$ cat config.mk
export PLATFORM = sky130hd
export DESIGN_NAME = mem_port_arbiter
export DESIGN_NICKNAME = d
export VERILOG_FILES = /design/src/rtl/mem_port_arbiter.sv
export SDC_FILE = /design/constraint.sdc
export NUM_CORES = 1
export LEC_CHECK = 0
export CAP_MARGIN = 20
export CORE_MARGIN = 2
export CORE_UTILIZATION = 49
export CTS_CLUSTER_DIAMETER = 100
export CTS_CLUSTER_SIZE = 28
export DETAILED_ROUTE_END_ITERATION = 10
export GPL_ROUTABILITY_DRIVEN = 0
export GPL_TIMING_DRIVEN = 1
export PLACE_DENSITY_LB_ADDON = 0.05
export REMOVE_ABC_BUFFERS = 1
export SETUP_SLACK_MARGIN = 0.15
export SYNTH_ARGS = -nofsm -noshare
export SYNTH_HDL_FRONTEND = slang
export SYNTH_SLANG_ARGS = --single-unit
$ cat constraint.sdc
create_clock -name clock -period 2.53 [get_ports clock]
set_clock_uncertainty 0.2 [all_clocks]
set_input_delay 0.6325 -clock clock [delete_from_list [all_inputs] [get_ports clock]]
set_output_delay 0.6325 -clock clock [all_outputs]
set_load 0.02 [all_outputs]
$ cat src/rtl/mem_port_arbiter.sv
// Round-robin arbiter sharing one memory port among CHANNELS requesters.
// Drives the port mux select, sequences mem_valid/mem_ready and aborts stalled transfers.
module mem_port_arbiter #(
  parameter int CHANNELS = 4,
  parameter int TIMEOUT  = 16
) (
  input  logic                        clock,
  input  logic                        reset,
  input  logic [CHANNELS-1:0]         req,
  output logic [$clog2(CHANNELS)-1:0] sel,
  output logic                        mem_valid,
  input  logic                        mem_ready,
  output logic [CHANNELS-1:0]         ack,
  output logic [CHANNELS-1:0]         err,
  output logic                        busy
);

  localparam int SEL_W = $clog2(CHANNELS);
  localparam int CNT_W = $clog2(TIMEOUT + 1);
  localparam logic [SEL_W-1:0] LAST_IDX = SEL_W'(CHANNELS - 1);
  localparam logic [CNT_W-1:0] CNT_LAST = CNT_W'(TIMEOUT - 1);

  typedef enum logic [1:0] {
    ST_IDLE,
    ST_ACTIVE,
    ST_RELEASE
  } state_t;

  state_t              state_reg;
  logic [SEL_W-1:0]    sel_reg;
  logic [SEL_W-1:0]    ptr_reg;
  logic [CNT_W-1:0]    cnt_reg;
  logic                mem_valid_reg;
  logic                busy_reg;
  logic [CHANNELS-1:0] ack_reg;
  logic [CHANNELS-1:0] err_reg;

  logic [SEL_W-1:0]    cand_idx [CHANNELS];
  logic [CHANNELS-1:0] cand_hit;
  logic [CHANNELS-1:0] sel_onehot;
  logic [SEL_W-1:0]    grant_idx;
  logic [SEL_W-1:0]    ptr_next;

  // Candidate gi is the channel gi positions after ptr, wrapping past CHANNELS-1.
  generate
    for (genvar gi = 0; gi < CHANNELS; gi++) begin : g_cand
      logic [SEL_W:0] sum;
      assign sum            = {1'b0, ptr_reg} + (SEL_W + 1)'(gi);
      assign cand_idx[gi]   = (sum >= (SEL_W + 1)'(CHANNELS))
                              ? SEL_W'(sum - (SEL_W + 1)'(CHANNELS))
                              : SEL_W'(sum);
      assign cand_hit[gi]   = req[cand_idx[gi]];
      assign sel_onehot[gi] = (sel_reg == SEL_W'(gi));
    end
  endgenerate

  // Lowest rotated offset wins, i.e. the first requester at or after ptr.
  always_comb begin
    grant_idx = '0;
    for (int k = CHANNELS - 1; k >= 0; k--) begin
      if (cand_hit[k]) begin
        grant_idx = cand_idx[k];
      end
    end
  end

  assign ptr_next = (sel_reg == LAST_IDX) ? '0 : sel_reg + SEL_W'(1);

  always_ff @(posedge clock or posedge reset) begin
    if (reset) begin
      state_reg     <= ST_IDLE;
      sel_reg       <= '0;
      ptr_reg       <= '0;
      cnt_reg       <= '0;
      mem_valid_reg <= 1'b0;
      busy_reg      <= 1'b0;
      ack_reg       <= '0;
      err_reg       <= '0;
    end else begin
      ack_reg <= '0;
      err_reg <= '0;
      case (state_reg)
        ST_IDLE: begin
          if (|req) begin
            sel_reg       <= grant_idx;
            mem_valid_reg <= 1'b1;
            busy_reg      <= 1'b1;
            cnt_reg       <= '0;
            state_reg     <= ST_ACTIVE;
          end
        end
        ST_ACTIVE: begin
          // A completion on the last allowed cycle still counts as success.
          if (mem_ready) begin
            ack_reg       <= sel_onehot;
            mem_valid_reg <= 1'b0;
            ptr_reg       <= ptr_next;
            state_reg     <= ST_RELEASE;
          end else if (cnt_reg == CNT_LAST) begin
            err_reg       <= sel_onehot;
            mem_valid_reg <= 1'b0;
            ptr_reg       <= ptr_next;
            state_reg     <= ST_RELEASE;
          end else begin
            cnt_reg <= cnt_reg + CNT_W'(1);
          end
        end
        ST_RELEASE: begin
          busy_reg  <= 1'b0;
          state_reg <= ST_IDLE;
        end
        default: begin
          mem_valid_reg <= 1'b0;
          busy_reg      <= 1'b0;
          state_reg     <= ST_IDLE;
        end
      endcase
    end
  end

  assign sel       = sel_reg;
  assign mem_valid = mem_valid_reg;
  assign busy      = busy_reg;
  assign ack       = ack_reg;
  assign err       = err_reg;

endmodule

=== Word-level counts from Yosys, hierarchy flattened ===
Cells that the tools add are included.

* Register bits: 21
* Bits in latches: 0
* Bits in writable memories: 0
* Memory bits (read-only): 0
* Input port bits: 7
* Logic and storage cells: 85
* Memories: 0

* Add/subtract/negate cells: 9
* $mul: 0
* Divide/modulo/power cells: 0
* Order comparisons: 8
* Equality and inequality tests: 10
* Shift-type cells: 0
* Mux-type cells: 37
* Bitwise logic cells: 2
* Reduce and logical (&&, ||, !) cells: 11

{| class="wikitable"
|+ Operators by type and width
! operator !! count
|-
| $mux 2 || 14
|-
| $mux 4 || 5
|-
| $mux 5 || 3
|-
| $lt 2x3->1 const B || 4
|-
| $pmux 5 s2 || 1
|-
| $ge 3x3->1 const B || 3
|-
| $bmux 1 s2 || 4
|-
| $reduce_and 2->1 || 4
|-
| $sub 2x1->2 const B || 4
|-
| $mux 1 || 7
|-
| $add 2x2->3 const B || 2
|-
| $eq 2x2->1 const B || 3
|-
| $ne 2x2->1 const B || 3
|-
| $add 5x1->5 const B || 1
|-
| $eq 5x4->1 const B || 1
|-
| $eq 2x1->1 const B || 2
|-
| $logic_not 2->1 || 2
|-
| $pmux 2 s2 || 1
|-
| $reduce_and 4->1 || 1
|-
| $reduce_bool 2->1 || 2
|-
| $reduce_or 4->1 || 1
|-
| $add 2x1->3 const B || 1
|-
| $ge 2x3->1 const B || 1
|-
| $ne 3x3->1 const B || 1
|-
| 5 further kinds || 6
|}

=== Logic depth before layout (Yosys ltp) ===
* Depth in word-level cells: 9
* Depth in mapped cells: 6

=== Worst setup path before layout ===
No wires, ideal clock.

* Kind: register to register
* Start: reg cnt_reg[0]
* End: reg cnt_reg[4]
* Library setup time: 0.125 ns
* Arrival time: 1.977 ns
* Data required time: 2.205 ns
* Setup slack: 0.228 ns
* Stages on the path, launching flop included: 7
* Period minus slack after synthesis: 2.302 ns
* Cell sequence: dfrtp_1 > ha_1 > and3_1 > ha_1 > or4b_4 > o21ai_2 > mux2_2

* Word-level cells in the longest chain between the ends: 4
* Elaborated cells between the ends (all ways): 7

{| class="wikitable"
|+ Ends and longest elaborated chain
! item !! RTL line !! text
|-
| from (decl) || 32 || <nowiki>logic [CNT_W-1:0] cnt_reg;</nowiki>
|-
| from (signal assigned) || 105 || <nowiki>cnt_reg <= cnt_reg + CNT_W'(1);</nowiki>
|-
| $add 5x1->5 || 105 ||
|-
| $mux 5 || 99 || <nowiki>end else if (cnt_reg == CNT_LAST) begin</nowiki>
|-
| $mux 5 || 94 || <nowiki>if (mem_ready) begin</nowiki>
|-
| $pmux 5 s2 || 82 || <nowiki>case (state_reg)</nowiki>
|}

Several ways; a longest one is shown, not always the timed one. The select of a mux whose other input is x is not followed.
A chain may end at the register's enable or synchronous reset.

=== Final worst setup path ===
* Start: reg cnt_reg[1]
* End: reg cnt_reg[3]

Same word-level chain as after synthesis.

==> run_summary.xml <==
<?xml version="1.0" encoding="UTF-8"?>
<metrics>
  <group name="global_route">
    <metric name="globalRouteTotalUtil" unit="%">15.76</metric>
    <metric name="global_route_wire_length_before_repair" unit="µm">2960</metric>
    <metric name="grt_antenna_before_repair" unit="">0</metric>
    <metric name="first_global_vias" unit="">676</metric>
    <metric name="largest_net_degree_at_the_start_of_global_routing" unit="">22</metric>
    <metric name="grt_remaining_overflow" unit="">0</metric>
  </group>
  <group name="die">
    <metric name="fp.dieArea" unit="µm²">2354</metric>
    <metric name="floorplan.die.height" unit="µm">48.52</metric>
    <metric name="placement_rows" unit="">16</metric>
    <metric name="initial_utilization" unit="%">50.52</metric>
    <metric name="ioPinCount" unit="">19</metric>
    <metric name="design.core.area" unit="µm²">1922</metric>
    <metric name="floorplan.die.width" unit="µm">48.52</metric>
  </group>
  <group name="power">
    <metric name="clock_power_share" unit="%">13.6</metric>
    <metric name="pwr-share-comb" unit="%">43.2</metric>
    <metric name="pwr_density_cell" unit="nW/µm²">914.0</metric>
    <metric name="switching_share" unit="%">36.31</metric>
    <metric name="power.ir.vdd_worst" unit="mV">0.5533</metric>
    <metric name="internal-power" unit="mW">0.7415</metric>
    <metric name="power.sequential.fraction" unit="%">43.2</metric>
    <metric name="static-leakage-power" unit="nW">0.5972</metric>
    <metric name="total_switching_power" unit="mW">0.4227</metric>
  </group>
  <group name="sta">
    <metric name="setup-violations-final" unit="">0</metric>
    <metric name="grt_setup_unrepaired" unit="">true</metric>
    <metric name="post-route-period-util" unit="%">91.98</metric>
    <metric name="final.min_clock_period" unit="ns">2.327</metric>
    <metric name="report.final.hold_viol_count" unit="">0</metric>
    <metric name="fmax" unit="MHz">429.7</metric>
    <metric name="max-slew-margin-rel" unit="%">77.10</metric>
    <metric name="worst_pin_slew" unit="ns">0.3428</metric>
    <metric name="finalHoldWorstSlack" unit="ns">0.3127</metric>
    <metric name="timing.setup.tns" unit="ns">0</metric>
    <metric name="setup_ws" unit="ns">0.2030</metric>
    <metric name="maxSlewViolCount" unit="">0</metric>
  </group>
  <group name="logic_synthesis">
    <metric name="postSynthCellCount" unit="">87</metric>
    <metric name="synth_compound_gate_area_share" unit="%">11.08</metric>
    <metric name="synth_top_family_by_area" unit="">simple AND/OR/NAND/NOR gates</metric>
    <metric name="post_synth_instance_area" unit="µm²">970.9</metric>
    <metric name="ys_seq_elements" unit="">21</metric>
    <metric name="fraction_of_synthesized_area_in_multiplexers" unit="%">5.412</metric>
    <metric name="share_of_yosys_cell_area_claimed_by_the_top_area_cell_type" unit="%">54.12</metric>
    <metric name="synthAdderAreaFrac" unit="%">7.732</metric>
    <metric name="netlist.top_cell.by_area" unit="">sky130_fd_sc_hd__dfrtp_1</metric>
    <metric name="synth.lib_cells_used.distinct" unit="">25</metric>
    <metric name="ys_seq_area_share" unit="%">54.12</metric>
    <metric name="simple_gate_area_share_of_the_yosys_netlist" unit="%">18.56</metric>
    <metric name="post_synth_xor_area_fraction" unit="%">0</metric>
    <metric name="yosysWarnings" unit="">0</metric>
    <metric name="synthTopCellsByArea" unit="">sky130_fd_sc_hd__dfrtp_1 54%, sky130_fd_sc_hd__ha_1 7.7%, sky130_fd_sc_hd__mux2i_1 3.1%</metric>
    <metric name="syn_area_per_cell" unit="µm²">11.16</metric>
  </group>
  <group name="worst_setup_path">
    <metric name="reg2regPathDepth" unit="">6</metric>
    <metric name="timing.critical_path.from_type" unit="">flip-flop</metric>
    <metric name="cp_max_fo" unit="">6</metric>
    <metric name="critPathRequiredTime" unit="ns">2.57</metric>
    <metric name="worst_r2r_startpoint" unit="">cnt_reg[1]</metric>
    <metric name="worstSetupEndpoint" unit="">cnt_reg[3]</metric>
    <metric name="end_kind" unit="">flip-flop</metric>
    <metric name="worst-setup-path-type" unit="">reg2reg</metric>
    <metric name="critPathLaunch" unit="">cnt_reg[1]</metric>
    <metric name="setup.reg_to_reg.worst_slack" unit="ns">0.20</metric>
    <metric name="worst-endpoint-arrival" unit="ns">2.37</metric>
    <metric name="reg2reg_to" unit="">cnt_reg[3]</metric>
  </group>
  <group name="clocking">
    <metric name="hold_buffers" unit="">0</metric>
    <metric name="numClockSinks" unit="">21</metric>
    <metric name="cts_root_buffer" unit="">sky130_fd_sc_hd__clkbuf_4</metric>
    <metric name="worst_skew_pair.late_latency" unit="ns">0.30</metric>
    <metric name="cts_made_buffers" unit="">3</metric>
    <metric name="cts-htree-levels" unit="">1</metric>
    <metric name="clock_path_buffers" unit="">2</metric>
    <metric name="cts_tree" unit="">built</metric>
    <metric name="clkTransAtPathRegs" unit="ns">0.12</metric>
  </group>
  <group name="routing">
    <metric name="route.detailed.wl_per_inst" unit="µm">12.14</metric>
    <metric name="initialDrtViolationCount" unit="">5</metric>
    <metric name="detail_route.vias_per_cell" unit="">5.098</metric>
    <metric name="drcViolationCount" unit="">0</metric>
    <metric name="route.final.wire_length" unit="µm">1736</metric>
    <metric name="drtAntennaViolNets" unit="">0</metric>
    <metric name="drtPass1Iterations" unit="">4</metric>
    <metric name="dr_total_vias" unit="">729</metric>
  </group>
  <group name="placed_design">
    <metric name="dp_hpwl" unit="µm">1293</metric>
    <metric name="io_buffers" unit="">18</metric>
    <metric name="preCtsSetupSlack" unit="ns">0.1142</metric>
    <metric name="placed_cell_area" unit="µm²">1215</metric>
  </group>
  <group name="min_path">
    <metric name="hold_class" unit="">reg2reg</metric>
    <metric name="holdPathStages" unit="">1</metric>
  </group>
  <group name="job">
    <metric name="timing.max_cap.violations" unit="">0</metric>
  </group>
  <group name="layout">
    <metric name="fin_nets" unit="">130</metric>
    <metric name="design_area" unit="µm²">1274</metric>
    <metric name="num_antenna_cells" unit="">0</metric>
    <metric name="final_core_utilization" unit="%">66.28</metric>
    <metric name="drive_gt1_share" unit="%">19.83</metric>
    <metric name="largest_reg_flops" unit="">5</metric>
    <metric name="layout-area-overhead-vs-synth" unit="%">31.19</metric>
    <metric name="fill_cells" unit="">160</metric>
  </group>
  <group name="status">
    <metric name="outcome" unit="">finished clean</metric>
  </group>
</metrics>
layout make-up:
cell class / count / area [µm²] / area share (%)
sequential: 21 / 525.5 / 41.26
timing repair buffer: 25 / 232.7 / 18.27
tap: 27 / 33.78 / 2.652
multi-input combinational: 58 / 425.4 / 33.40
clock buffer: 4 / 26.28 / 2.063
inverter: 8 / 30.03 / 2.358
through the flow:
| step | power (mW) | cells |
|---|---|---|
| detailed placement | 0.9763 | 136 |
| global route | 1.248 | 143 |
| CTS | 1.146 | 141 |
| floorplan | 0.7941 | 87 |
| global placement | 0.9698 | 136 |
| finish | 1.164 | 143 |
layout by cell type (no fill, tap or decap), types with 3 or more instances in the layout:
cell type	n
sky130_fd_sc_hd__o21ai_0	6
sky130_fd_sc_hd__clkbuf_4	3
sky130_fd_sc_hd__buf_4	7
sky130_fd_sc_hd__and2_1	4
sky130_fd_sc_hd__clkdlybuf4s50_1	18
sky130_fd_sc_hd__and3_2	4
sky130_fd_sc_hd__mux2i_1	3
sky130_fd_sc_hd__inv_1	8
sky130_fd_sc_hd__ha_1	5
sky130_fd_sc_hd__dfrtp_1	21
sky130_fd_sc_hd__nand2b_1	3
sky130_fd_sc_hd__nor2_1	6
cell families after synthesis:
| family | count (synthesis) |
|---|---|
| flip-flops | 21 |
| adder cells (fa/ha/maj) | 6 |
| AND/OR/NAND/NOR | 30 |
| multiplexers | 5 |
| AO/OA/AOI/OAI | 17 |
| buffers and inverters | 8 |
critical path, stage by stage (launching register included):
cell and delay, ns:
sky130_fd_sc_hd__dfrtp_1 0.42, sky130_fd_sc_hd__ha_1 0.20, sky130_fd_sc_hd__and3_1 0.19, sky130_fd_sc_hd__ha_2 0.19, sky130_fd_sc_hd__or4b_4 0.56, sky130_fd_sc_hd__or3_1 0.38, sky130_fd_sc_hd__a21oi_2 0.14
metal layers:
metal / GRT usage (%) / vias to the layer above / wire length (µm)
li1: - / 361 / -
met1: 20.70 / 352 / 827
met2: 26.62 / 14 / 828
met3: 3.395 / 2 / 63
met4: 4.286 / 0 / 16
met5: 0 / - / 0
power by group through the flow:
stage / combinational [mW] / sequential, mW / clock, mW
final: 0.503 / 0.503 / 0.159
after global routing: 0.558 / 0.514 / 0.176
after CTS: 0.480 / 0.501 / 0.164
after detailed placement: 0.463 / 0.513 / 0
after global placement: 0.463 / 0.506 / 0
after floorplan: 0.251 / 0.543 / 0
synth_stat cells:
cell type	count
sky130_fd_sc_hd__a21oi_1	4
sky130_fd_sc_hd__a311oi_1	1
sky130_fd_sc_hd__and2_1	4
sky130_fd_sc_hd__and3_1	1
sky130_fd_sc_hd__and3_2	4
sky130_fd_sc_hd__dfrtp_1	21
sky130_fd_sc_hd__ha_1	6
sky130_fd_sc_hd__inv_1	8
sky130_fd_sc_hd__mux2_2	2
sky130_fd_sc_hd__mux2i_1	3
sky130_fd_sc_hd__nand2_1	2
sky130_fd_sc_hd__nand2b_1	3
sky130_fd_sc_hd__nand3_1	1
sky130_fd_sc_hd__nor2_1	6
sky130_fd_sc_hd__nor2b_1	2
sky130_fd_sc_hd__nor3b_1	1
sky130_fd_sc_hd__nor4_1	1
sky130_fd_sc_hd__o21a_1	1
sky130_fd_sc_hd__o21ai_0	6
sky130_fd_sc_hd__o21ai_2	1
sky130_fd_sc_hd__o31ai_1	2
sky130_fd_sc_hd__o41ai_1	2
sky130_fd_sc_hd__or2_2	2
sky130_fd_sc_hd__or3_1	2
sky130_fd_sc_hd__or4b_4	1
how the worst min path moves through the flow:
| stage | from | end | slack, ns |
|---|---|---|---|
| finish | mem_valid | mem_valid | 0.31 |
| global route | mem_valid | mem_valid | 0.36 |
| CTS | mem_valid | mem_valid | 0.32 |
| detailed placement | mem_valid | mem_valid | 0.29 |
| global placement | mem_valid | mem_valid | 0.28 |
| floorplan | cnt_reg[0] | cnt_reg[0] | 0.28 |
what timing repair did:
action / in CTS / in global routing
setup endpoints to repair: 1 / 4
gates resized for setup: 0 / 3
pin swaps: 0 / 1
buffers inserted: 1 / 2
endpoints found under the hold margin: 0 / 0
Power figures use the tool's default switching activity.
==> variant, RTL diff (same flow settings) <==
Change the parameter `TIMEOUT` from 16 to 8.
--- a/src/rtl/mem_port_arbiter.sv
+++ b/src/rtl/mem_port_arbiter.sv
@@ -3,5 +3,5 @@
 module mem_port_arbiter #(
   parameter int CHANNELS = 4,
-  parameter int TIMEOUT  = 16
+  parameter int TIMEOUT  = 8
 ) (
   input  logic                        clock,
Formal check against the unedited RTL: not equivalent (Yosys sat finds a counterexample within 10 cycles, from zero or initial values and one cycle with reset high).
==> variant against the original RTL <==
Design area shrank 6.2%. Setup slack improved by 0.10 ns. Synthesized area decreased by 4.6%. Sequential share of layout area up 0.63 points. Total power is 3.4% lower. Wire length is 3.6% lower. Fmax increased by 4.6%. Sequential cell count decreased by 1. Highest routed layer unchanged.
==> variant: results (changes against the original RTL) <==
metric,value,unit,change
status,finished clean,,
WL per Instance,12.6,um,+3.7%
Slew @ Worst Pin,0.366,ns,+0.0230 ns
r2r startpoint,cnt_reg[0],,
Tcrit/Tclk final,87.9,%,-4.1 points
Synth area leaders,"dfrtp_1 (54%), ha_1 (6.8%), and3_1 (5.4%)",,
vias in the first global route,663,,-1.9%
wl on met1,758,um,-8.3%
Placed Area,1160,um^2,-4.6%
Mapped Avg Cell Area,11.0,um^2,-1.2%
GRT Resource Usage Total,17.8,%,+2.0 points
port bufs,18,,unchanged
reg2reg setup slack,0.55,ns,+0.35 ns
unique cell type count in the Yosys netlist,30,,+20%
Register-to-Register Path Depth,4,,-2
worst vdd ir,657,uV,+19%
DRT iter0 DRCs,16,,+11
DR WL met2,833,um,+0.60%
Clock Power Share,16.5,%,+2.9 points
first-pass GRT wire length,2.73,mm,-7.9%
largest net degree at the start of global routing,21,,-4.5%
sequential area share after synthesis,54.1,%,-0.070 points
final wirelength,1.67,mm,-3.6%
static leakage,0.585,nW,-2.1%
DP HPWL,1.27,mm,-1.7%
fin util,68.5,%,+2.2 points
Post-CTS Repair Setup Buffers,0,,-1
"CP delay by family, top",buffers and inverters,,
crit path launch,sel[0],,
Clock group,0.186,mW,+17%
CP Capture Point,sel[0],,
"Arr. time, crit path",1.39,ns,-0.98 ns
layout cells sized above 1,10.2,%,-9.6 points
hold slack,0.323,ns,+0.0107 ns
Post-synth top cells,"dfrtp_1 (20), inv_1 (9), and3_1 (8)",,
combinational power share,40.3,%,-2.9 points
placed cells,129,,-5.1%
Max stage delay on crit path,0.64,ns,+0.08 ns
DP Worst Slack,0.193,ns,+0.0788 ns
switching share of power,35.9,%,-0.43 points
Hold Path Cell Cnt,2,,+1
## variant: cell types whose count changed in the layout (fill, tap and decap cells not counted), moves of 2 or more
cell / change
and2_1: -4
or3_1: -2
nor2_1: -3
and3_1: +7
and3_2: -4
buf_4: -3
a21oi_2: -2
o22ai_1: +2
## variant: cell type report
type	instances	area, um^2
multi-input combinational	53	383
clock buffer	4	36.3
sequential	20	500
inverter	9	33.8
timing repair buffer	22	210
fill	147	551
tap	25	31.3
## variant: logic make-up (layout without fill, tap and decap cells)
logic type / Yosys count / count (layout) / synth area share [%]
fa+ha+maj: 5 / 5 / 6.76
buf+inv: 11 / 35 / 4.59
simple gates: 27 / 27 / 17.7
compound gates: 16 / 16 / 11.2
mux: 5 / 5 / 5.68
flops: 20 / 20 / 54.1
## variant: routing by layer
layer  vias up  global-route usage, %
li1        339                      -
met1       338                   20.8
met2        15                   29.7
met3         4                   3.40
met4         0                   11.7
met5         -                      0
